[src/rtl/pipe_seq_ctrl.sv]
// pipe_seq_ctrl
//   Pipeline sequencing controller for the five-stage processor. Turns the
//   decode hazards (load-use, POP) and the execute branch-taken signal into
//   per-stage enable/flush controls. It also runs the interrupt entry
//   sequence: drain fetch, push PC, push flags, then load the vector.
//
//   Optional feature macro: PIPE_SEQ_CTRL_IRQ_EN
//     defined   : interrupt edge detect, pending flag and IRQ_* states present
//     undefined : irq ignored, irq_* outputs tied 0, busy only in POP_STALL
//
// Parameters
//   POP_STALL_CYC  total bubble cycles for a POP hazard (1..7)
//   DRAIN_CYC      fetch-bubble cycles before the interrupt pushes (1..7)
//
// Ports
//   clk             rising-edge clock
//   rst_n           asynchronous active-low reset
//   lu_hazard       load-use hazard from decode
//   pop_hazard      POP data hazard from decode
//   branch_taken    branch/jump resolved taken in execute
//   irq             external interrupt request (rising edge significant)
//   pc_en           PC write enable
//   if_id_en        IF/ID write enable
//   if_id_flush     load NOP into IF/ID
//   id_ex_flush     load bubble into ID/EX
//   irq_push_pc     memory stage pushes return PC
//   irq_push_flags  memory stage pushes CCR
//   irq_vec_load    PC loads the interrupt vector
//   irq_ack         one-cycle pulse when interrupt entry completes
//   busy            controller is not in RUN

module pipe_seq_ctrl #(
  parameter int POP_STALL_CYC = 2,
  parameter int DRAIN_CYC     = 3
) (
  input  logic clk,
  input  logic rst_n,
  input  logic lu_hazard,
  input  logic pop_hazard,
  input  logic branch_taken,
  input  logic irq,
  output logic pc_en,
  output logic if_id_en,
  output logic if_id_flush,
  output logic id_ex_flush,
  output logic irq_push_pc,
  output logic irq_push_flags,
  output logic irq_vec_load,
  output logic irq_ack,
  output logic busy
);

`ifdef PIPE_SEQ_CTRL_IRQ_EN
  typedef enum logic [2:0] {
    RUN          = 3'd0,
    POP_STALL    = 3'd1,
    IRQ_DRAIN    = 3'd2,
    IRQ_PUSH_PC  = 3'd3,
    IRQ_PUSH_FLG = 3'd4,
    IRQ_VEC      = 3'd5
  } state_t;
`else
  typedef enum logic [0:0] {
    RUN       = 1'b0,
    POP_STALL = 1'b1
  } state_t;
`endif

  // The first POP stall cycle is spent in RUN, so the counter covers the rest.
  localparam logic [2:0] POP_CNT_INIT   = 3'(POP_STALL_CYC - 2);
  localparam logic [2:0] DRAIN_CNT_INIT = 3'(DRAIN_CYC - 1);

  state_t     state;
  state_t     state_nxt;
  logic [2:0] cnt;
  logic [2:0] cnt_nxt;
  logic       irq_start;

`ifdef PIPE_SEQ_CTRL_IRQ_EN
  logic irq_d;
  logic irq_pend;
  logic irq_edge;

  assign irq_edge  = irq & ~irq_d;
  // The edge itself may start entry so the first drain cycle directly
  // follows the edge cycle when RUN is free; otherwise the pending flag
  // holds the request until RUN is free.
  assign irq_start = irq_pend | irq_edge;
`else
  logic irq_unused;

  assign irq_unused = irq;
  assign irq_start  = 1'b0;
`endif

  always_comb begin
    state_nxt = state;
    cnt_nxt   = cnt;
    case (state)
      RUN: begin
        if (branch_taken) begin
          state_nxt = RUN;
        end else if (pop_hazard) begin
          if (POP_STALL_CYC > 1) begin
            state_nxt = POP_STALL;
            cnt_nxt   = POP_CNT_INIT;
          end
        end else if (lu_hazard) begin
          state_nxt = RUN;
        end else if (irq_start) begin
`ifdef PIPE_SEQ_CTRL_IRQ_EN
          state_nxt = IRQ_DRAIN;
          cnt_nxt   = DRAIN_CNT_INIT;
`endif
        end
      end
      POP_STALL: begin
        if (branch_taken || cnt == 3'd0) begin
          state_nxt = RUN;
        end else begin
          cnt_nxt = cnt - 3'd1;
        end
      end
`ifdef PIPE_SEQ_CTRL_IRQ_EN
      IRQ_DRAIN: begin
        if (cnt == 3'd0) begin
          state_nxt = IRQ_PUSH_PC;
        end else begin
          cnt_nxt = cnt - 3'd1;
        end
      end
      IRQ_PUSH_PC:  state_nxt = IRQ_PUSH_FLG;
      IRQ_PUSH_FLG: state_nxt = IRQ_VEC;
      IRQ_VEC:      state_nxt = RUN;
`endif
      default:      state_nxt = RUN;
    endcase
  end

  always_ff @(posedge clk or negedge rst_n) begin
    if (!rst_n) begin
      state <= RUN;
      cnt   <= 3'd0;
    end else begin
      state <= state_nxt;
      cnt   <= cnt_nxt;
    end
  end

`ifdef PIPE_SEQ_CTRL_IRQ_EN
  // Clear wins over a coincident edge; edges during the sequence are lost
  // because the flag is already set until IRQ_VEC.
  always_ff @(posedge clk or negedge rst_n) begin
    if (!rst_n) begin
      irq_d    <= 1'b0;
      irq_pend <= 1'b0;
    end else begin
      irq_d <= irq;
      if (state == IRQ_VEC) begin
        irq_pend <= 1'b0;
      end else if (irq_edge) begin
        irq_pend <= 1'b1;
      end
    end
  end
`endif

  always_comb begin
    pc_en          = 1'b1;
    if_id_en       = 1'b1;
    if_id_flush    = 1'b0;
    id_ex_flush    = 1'b0;
    irq_push_pc    = 1'b0;
    irq_push_flags = 1'b0;
    irq_vec_load   = 1'b0;
    irq_ack        = 1'b0;
    busy           = (state != RUN);
    case (state)
      RUN, POP_STALL: begin
        if (branch_taken) begin
          if_id_flush = 1'b1;
          id_ex_flush = 1'b1;
        end else if (state == POP_STALL || pop_hazard || lu_hazard) begin
          pc_en       = 1'b0;
          if_id_en    = 1'b0;
          id_ex_flush = 1'b1;
        end
      end
`ifdef PIPE_SEQ_CTRL_IRQ_EN
      IRQ_DRAIN: begin
        // A late branch still updates PC so its target is what gets pushed.
        pc_en       = branch_taken;
        if_id_flush = 1'b1;
        id_ex_flush = branch_taken;
      end
      IRQ_PUSH_PC: begin
        irq_push_pc = 1'b1;
        pc_en       = 1'b0;
        if_id_flush = 1'b1;
        id_ex_flush = 1'b1;
      end
      IRQ_PUSH_FLG: begin
        irq_push_flags = 1'b1;
        pc_en          = 1'b0;
        if_id_flush    = 1'b1;
        id_ex_flush    = 1'b1;
      end
      IRQ_VEC: begin
        irq_vec_load = 1'b1;
        if_id_flush  = 1'b1;
        irq_ack      = 1'b1;
      end
`endif
      default: begin
        pc_en = 1'b1;
      end
    endcase
    if (!rst_n) begin
      pc_en          = 1'b0;
      if_id_en       = 1'b0;
      if_id_flush    = 1'b1;
      id_ex_flush    = 1'b1;
      irq_push_pc    = 1'b0;
      irq_push_flags = 1'b0;
      irq_vec_load   = 1'b0;
      irq_ack        = 1'b0;
      busy           = 1'b0;
    end
  end

endmodule
[config.mk]
export PLATFORM = sky130hd
export DESIGN_NAME = pipe_seq_ctrl
export DESIGN_NICKNAME = d
export VERILOG_FILES = /design/src/rtl/pipe_seq_ctrl.sv
export SDC_FILE = /design/constraint.sdc
export NUM_CORES = 1
export LEC_CHECK = 0
export ABC_AREA = 0
export ABC_CLOCK_PERIOD_IN_PS = 1850
export CELL_PAD_IN_SITES_DETAIL_PLACEMENT = 1
export CELL_PAD_IN_SITES_GLOBAL_PLACEMENT = 1
export CORE_AREA = 2 2 39 41
export DETAILED_ROUTE_END_ITERATION = 10
export DIE_AREA = 0 0 41 43
export GPL_TIMING_DRIVEN = 0
export PLACE_DENSITY_LB_ADDON = 0.1
export SLEW_MARGIN = 30
export SYNTH_ARGS = -nofsm -noshare
export SYNTH_HDL_FRONTEND = slang
export SYNTH_SLANG_ARGS = --single-unit
[constraint.sdc]
create_clock -name clk -period 1.85 [get_ports clk]
set_clock_uncertainty 0.05 [all_clocks]
set_input_delay 0.37 -clock clk [delete_from_list [all_inputs] [get_ports clk]]
set_output_delay 0.37 -clock clk [all_outputs]
set_load 0.02 [all_outputs]
==> out/results.ini, run 1 <==
[synth]
synth_area_leaders = dfrtp_1 (34%), buf_4 (13%), ha_1 (8.6%)
seq_area_frac_synth = 0.343
synthCells = 30
netlist_area_sq_um = 292
synth_top_area_frac = 0.343
yosysWarnings = 0
yosysTopAreaCell = dfrtp_1
synth_cell_type_count = 19
avgSynthCellArea_sq_um = 9.72
ys_ff_latch = 4

[clock_network]
max-clock-path-buffers = 2
cts_tree = built
insertion_delay_ps = 220
root_buffer = clkbuf_4
numCtsBuffers = 3
h-tree-depth = 1
clk_pin_slew_worst_paths_ps = 30
cts_num_sinks = 4
cts_setup_buffers = 0
hold_buffers = 0

[power]
power_density_mw_per_mm2 = 981
leakagePower_nw = 0.222
total_power_mw = 0.428
max-vdd-ir-drop_v = 0.000389

[die]
start_util = 0.211
die_w_microns = 41
rows = 14
die_h_microns = 43
ios = 15
core_sq_mm = 0.00138
dieArea_sq_mm = 0.00176

[sta]
hold_viol_final = 0
post-route-period-util = 0.948
fin_ws_ps = 96.1
holdWs_ps = 11.2
finalSetupViolCount = 0
max_freq_ghz = 0.570
period_needed_ps = 1750
slew_viol_final = 0
grt_setup_unrepaired = no

[drt]
ant_nets = 0
wirelength_microns = 599
drc = 0
drt-initial-drc-count = 0
vias = 239
wire_per_inst_microns = 9.82
first_pass_iters = 1
viasPerCell = 3.92

[setup_path]
crit_buf_inv = 3
crit_fanout = 2
cp.required_ps = 1430
critical_path_depth = 5
endpoint_kind = output pin
r2r_cells = 5
critPathTopFamily = buffers and inverters
crit_chain = clkdlybuf4s50_1 -> nor3_2 -> o21a_1 -> buf_4 -> buf_6
critPathKind = in2out
critPathMaxStageDelay_ps = 410
critical_path_arrival_ps = 1330
startpoint_type = input port
worst_path_max_delay_cell = clkdlybuf4s50_1

[placed_design]
place_ws_ps = -504
gp_congestion = 0.611
postPlaceCellArea_sq_um = 413
post-dp-hpwl_microns = 519
portBuffers = 9

[grt]
grt_overflow = 0
antenna_found_initial = 0
grt_max_degree = 9
grt_pass1_vias = 222
grt_pass1_wl_microns = 897
gr-usage-all-layers = 0.0768

[final_layout]
diodes = 0
final_common_cell = buf_4
nets = 55
final_area_sq_um = 437
drive_gt1_frac = 0.378
area_delta_synth_final_pct = 49.8
final_cell_mix = buf_4 (5), conb_1 (4), inv_1 (3), clkbuf_4 (3), dfrtp_1 (3)

[hold_path]
min_path_type = in2async

[flow_run]
max-cap-violations = 0

[run_status]
status = finished, final reports clean

==> report_power, final <==
part           total [mW]  switching, mW  internal [mW]
logic               0.185          0.101         0.0839
clock network       0.101         0.0286         0.0721
registers           0.143         0.0196          0.123
total               0.428          0.149          0.279
==> cells in the mapped netlist <==
library cell and instances:
buf_4 5, dfrtp_1 4, inv_1 3, ha_1 2, mux2i_1 2, a311oi_2 1
and2_2 1, conb_1 1, nand2_1 1, nand2b_1 1, nand3b_1 1, nor2_1 1
nor2_2 1, nor3_1 1, o21a_1 1, o21ai_0 1, o2bb2ai_1 1, or2b_1 1
or4b_1 1
==> layer usage <==
layer | part of all wire | track usage
met2 | 0.57 | 0.125
met3 | 0.057 | 0
met1 | 0.38 | 0.0885
met5 | 0 | 0
met4 | 0 | 0.0600
==> sequential cells by signal (all words and copies together) (netlist names) <==
register	count
cnt	3
state	1
==> metrics by stage <==
step	setup TNS, ps	utilization	instances
floorplan	0	-	33
global placement	-1760	0.298	58
detailed placement	-1880	0.298	58
CTS	0	0.317	61
global route	0	0.316	61
finish	0	0.316	61
==> what timing repair did <==
action                                  4_1_cts  5_1_grt
endpoints found under the setup margin        5        4
cloned                                        0        0
resized for setup                            14        5
pin swaps                                     1        0
endpoints found under the hold margin         0        0
==> final timing paths <==
path / to / slack [ps] / from
setup / recovery: pc_en / 100 / lu_hazard
hold / removal: cnt[2] / 10 / rst_n
setup reg to reg: cnt[2] / 430 / cnt[0]
hold reg to reg: cnt[1] / 490 / cnt[1]
max in group asynchronous: state / 1570 / rst_n
min in group clk: state / 450 / branch_taken
==> layout make-up <==
type	count	area (sq um)
buffer	5	37.5
clock buffer	3	22.5
fill	168	947
inverter	3	11.3
multi-input combinational	21	159
sequential	4	101
tap	16	20.0
timing repair buffer	9	85.1
==> logic make-up after synthesis <==
family,Yosys count,share of synthesized area
and+or+nand+nor,9,0.197
buffers and inverters,8,0.167
DFF,4,0.343
muxes,2,0.0687
other,1,0.0129
adders and majority gates,2,0.0858
AOI/OAI and AO/OA,4,0.124
No activity file was read; power rests on OpenSTA's default activity.
==> run 2, diff against run 1 <==
--- a/config.mk
+++ b/config.mk
@@ -5,7 +5,6 @@
 export SDC_FILE = /design/constraint.sdc
 export NUM_CORES = 1
 export LEC_CHECK = 0
-export ABC_AREA = 0
 export ABC_CLOCK_PERIOD_IN_PS = 1850
 export CELL_PAD_IN_SITES_DETAIL_PLACEMENT = 1
 export CELL_PAD_IN_SITES_GLOBAL_PLACEMENT = 1
==> constraint.sdc (replaced) <==
create_clock -name clk -period 1.85 [get_ports clk]
set_clock_uncertainty 0.05 [all_clocks]
set_input_delay 0.37 -clock clk [delete_from_list [all_inputs] [get_ports clk]]
set_output_delay 0.37 -clock clk [all_outputs]
set_load 0.005 [all_outputs]
==> out/results.ini, run 2 (synthesis gave the netlist of run 1 again) <==
[drt]
ant_nets = 0  ; unchanged
vias = 251  ; was 239
drt-initial-drc-count = 0  ; unchanged
first_pass_iters = 1  ; unchanged
wire_per_inst_microns = 9.61  ; was 9.82 microns
drc = 0  ; unchanged
viasPerCell = 3.92  ; about the same
wirelength_microns = 615  ; was 599 microns

[placed_design]
portBuffers = 9  ; unchanged
place_ws_ps = -400  ; was -504 ps
gp_congestion = 0.611  ; unchanged
numPlacedInstances = 58  ; unchanged
post-dp-hpwl_microns = 519  ; unchanged

[final_layout]
fin_cells = 64  ; was 61
drive_gt1_frac = 0.354  ; was 0.378
final_common_cell = buf_4  ; unchanged
area_delta_synth_final_pct = 57.9  ; was 49.8%
diodes = 0  ; unchanged
fin_util = 0.333  ; was 0.316
largest_reg_flops = 3  ; unchanged
final_cell_mix = buf_4 (8), conb_1 (4), dlygate4sd2_1 (4)  ; was buf_4 (5), conb_1 (4), inv_1 (3), clkbuf_4 (3), dfrtp_1 (3)
num-fill-cells = 166  ; was 168
nets = 58  ; was 55
reg.largest.list = cnt: 3 flops, state: 1 flops  ; unchanged
largest_register = cnt  ; unchanged

[power]
leakagePower_nw = 0.221  ; was 0.222 nW
pwr-share-comb = 0.422  ; was 0.432
p_int_mw = 0.285  ; was 0.279 mW
sw_frac_of_total = 0.328  ; was 0.349
p_seq_frac = 0.340  ; was 0.333
max-vdd-ir-drop_v = 0.000414  ; was 0.000389 V
total_power_mw = 0.424  ; was 0.428 mW
p_switching_mw = 0.139  ; was 0.149 mW
power_density_mw_per_mm2 = 921  ; was 981 mW/mm^2
clock_power_share = 0.237  ; was 0.235

[clock_network]
max-clock-path-buffers = 2  ; unchanged
cts_num_sinks = 4  ; unchanged
h-tree-depth = 1  ; unchanged
cts_tree = built  ; unchanged
insertion_delay_ps = 220  ; about the same
root_buffer = clkbuf_4  ; unchanged
numCtsBuffers = 3  ; unchanged
clk_pin_slew_worst_paths_ps = 30  ; about the same

[setup_path]
critical_path_arrival_ps = 1340  ; was 1330 ps
r2r_cells = 5  ; unchanged
cpMostUsedCell = buf_4
reg2reg_from = cnt[0]  ; unchanged
crit_buf_inv = 3  ; unchanged
crit_fanout = 7  ; was 2
rrSetupSlack_ps = 430  ; about the same
critPathTopFamily = flip-flops  ; was buffers and inverters
crit_chain = nor3_4 -> o21a_1 -> buf_4 -> buf_4 -> buf_4  ; was clkdlybuf4s50_1 -> nor3_2 -> o21a_1 -> buf_4 -> buf_6
critical_path_depth = 5  ; unchanged
cp.required_ps = 1430  ; about the same
worst_path_max_delay_cell = dfrtp_2  ; was clkdlybuf4s50_1
crit_end = pc_en  ; unchanged
endpoint_kind = output pin  ; unchanged
critPathKind = reg2out  ; was in2out
r2r_end = cnt[2]  ; unchanged
startpoint_type = flip-flop  ; was input port
worstSetupStartpoint = state  ; was lu_hazard
critPathMaxStageDelay_ps = 460  ; was 410 ps

[sta]
finalSetupTns_ps = 0  ; unchanged
post-route-period-util = 0.951  ; was 0.948
fin_ws_ps = 90.9  ; was 96.1 ps
hold_viol_final = 0  ; unchanged
slew_viol_final = 0  ; unchanged
grt_setup_unrepaired = no  ; unchanged
period_needed_ps = 1760  ; was 1750 ps
max_freq_ghz = 0.568  ; was 0.570 GHz
finalSetupViolCount = 0  ; unchanged

[die]
die_w_microns = 41  ; unchanged
ios = 15  ; unchanged
rows = 14  ; unchanged
die_h_microns = 43  ; unchanged
start_util = 0.211  ; unchanged
dieArea_sq_mm = 0.00176  ; unchanged
core_sq_mm = 0.00138  ; unchanged

[hold_path]
min_path_type = reg2reg  ; was in2async
hold_path_depth = 2
min_from = cnt[1]

[flow_run]
max-cap-violations = 0  ; unchanged

[grt]
grt_max_degree = 9  ; unchanged
grt_pass1_vias = 222  ; unchanged
grt_overflow = 0  ; unchanged
gr-usage-all-layers = 0.0768  ; unchanged
grt_pass1_wl_microns = 897  ; unchanged
antenna_found_initial = 0  ; unchanged

[run_status]
status = finished, final reports clean  ; unchanged

run 2: how the worst min path moves through the flow:
| stage | to |
|---|---|
| 6_report | cnt[1] |
| 3_3_place_gp | cnt[1] |
| 3_5_place_dp | cnt[1] |
| 5_1_grt | cnt[0] |
| 2_1_floorplan | cnt[0] |
| 4_1_cts | cnt[0] |
run 2: worst register-to-register path, cell delays in order, from the launching register on:
cell,delay [ps]
dfrtp_1,310
inv_1,70
ha_1,220
or4b_1,460
o21ai_0,100
o2bb2ai_1,140
run 2: what timing repair did:
item / in CTS / in global routing
cloned: 0 / 0
endpoints found under the setup margin: 5 / 3
hold buffers: 0 / 1
gates resized for setup: 12 / 2
pin swaps: 2 / 0
setup buffers: 2 / 0
endpoints found under the hold margin: 0 / 4
run 2: power groups by stage:
stage / Clock, mW / Sequential (mW) / Combinational [mW]
after floorplan: 0 / 0.137 / 0.127
after CTS: 0.106 / 0.144 / 0.181
final: 0.101 / 0.144 / 0.179
after global routing: 0.113 / 0.148 / 0.206
after global placement: 0 / 0.142 / 0.171
after detailed placement: 0 / 0.143 / 0.180
run 2: per-layer routing:
| metal | global-route usage | part of all wire | wire, microns |
|---|---|---|---|
| met5 | 0 | 0 | 0 |
| met4 | 0.0600 | 0 | 0 |
| met3 | 0 | 0.055 | 34 |
| met2 | 0.125 | 0.57 | 348 |
| met1 | 0.0885 | 0.38 | 232 |
run 2: layout make-up:
type | count | area [sq um] | area share
well taps | 16 | 20.0 | 0.0435
multi-input cells | 21 | 165 | 0.359
inverters | 3 | 11.3 | 0.0245
flip-flops and latches | 4 | 101 | 0.220
clock buffers | 3 | 22.5 | 0.0489
repair buffers | 12 | 103 | 0.223
plain buffers | 5 | 37.5 | 0.0815
run 2: through the flow:
| step | hold WS, ps | cell area, sq um |
|---|---|---|
| after floorplan | 24.4 | 303 |
| after global placement | 485 | 413 |
| after detailed placement | 497 | 413 |
| after CTS | 45.3 | 449 |
| after global routing | 528 | 460 |
| final | 491 | 460 |
==> run 3, diff against run 2 <==
--- a/config.mk
+++ b/config.mk
@@ -12,6 +12,7 @@
 export DETAILED_ROUTE_END_ITERATION = 10
 export DIE_AREA = 0 0 41 43
 export GPL_TIMING_DRIVEN = 0
+export MAX_ROUTING_LAYER = met4
 export PLACE_DENSITY_LB_ADDON = 0.1
 export SLEW_MARGIN = 30
 export SYNTH_ARGS = -nofsm -noshare
==> results of run 3 <==
No change in the layout: final DEF, timing and power equal those of run 2.
Among the figures that moved: final weighted congestion in routability-driven placement 0.611 -> 0.615; overall routing resource usage 0.0768 -> 0.0787
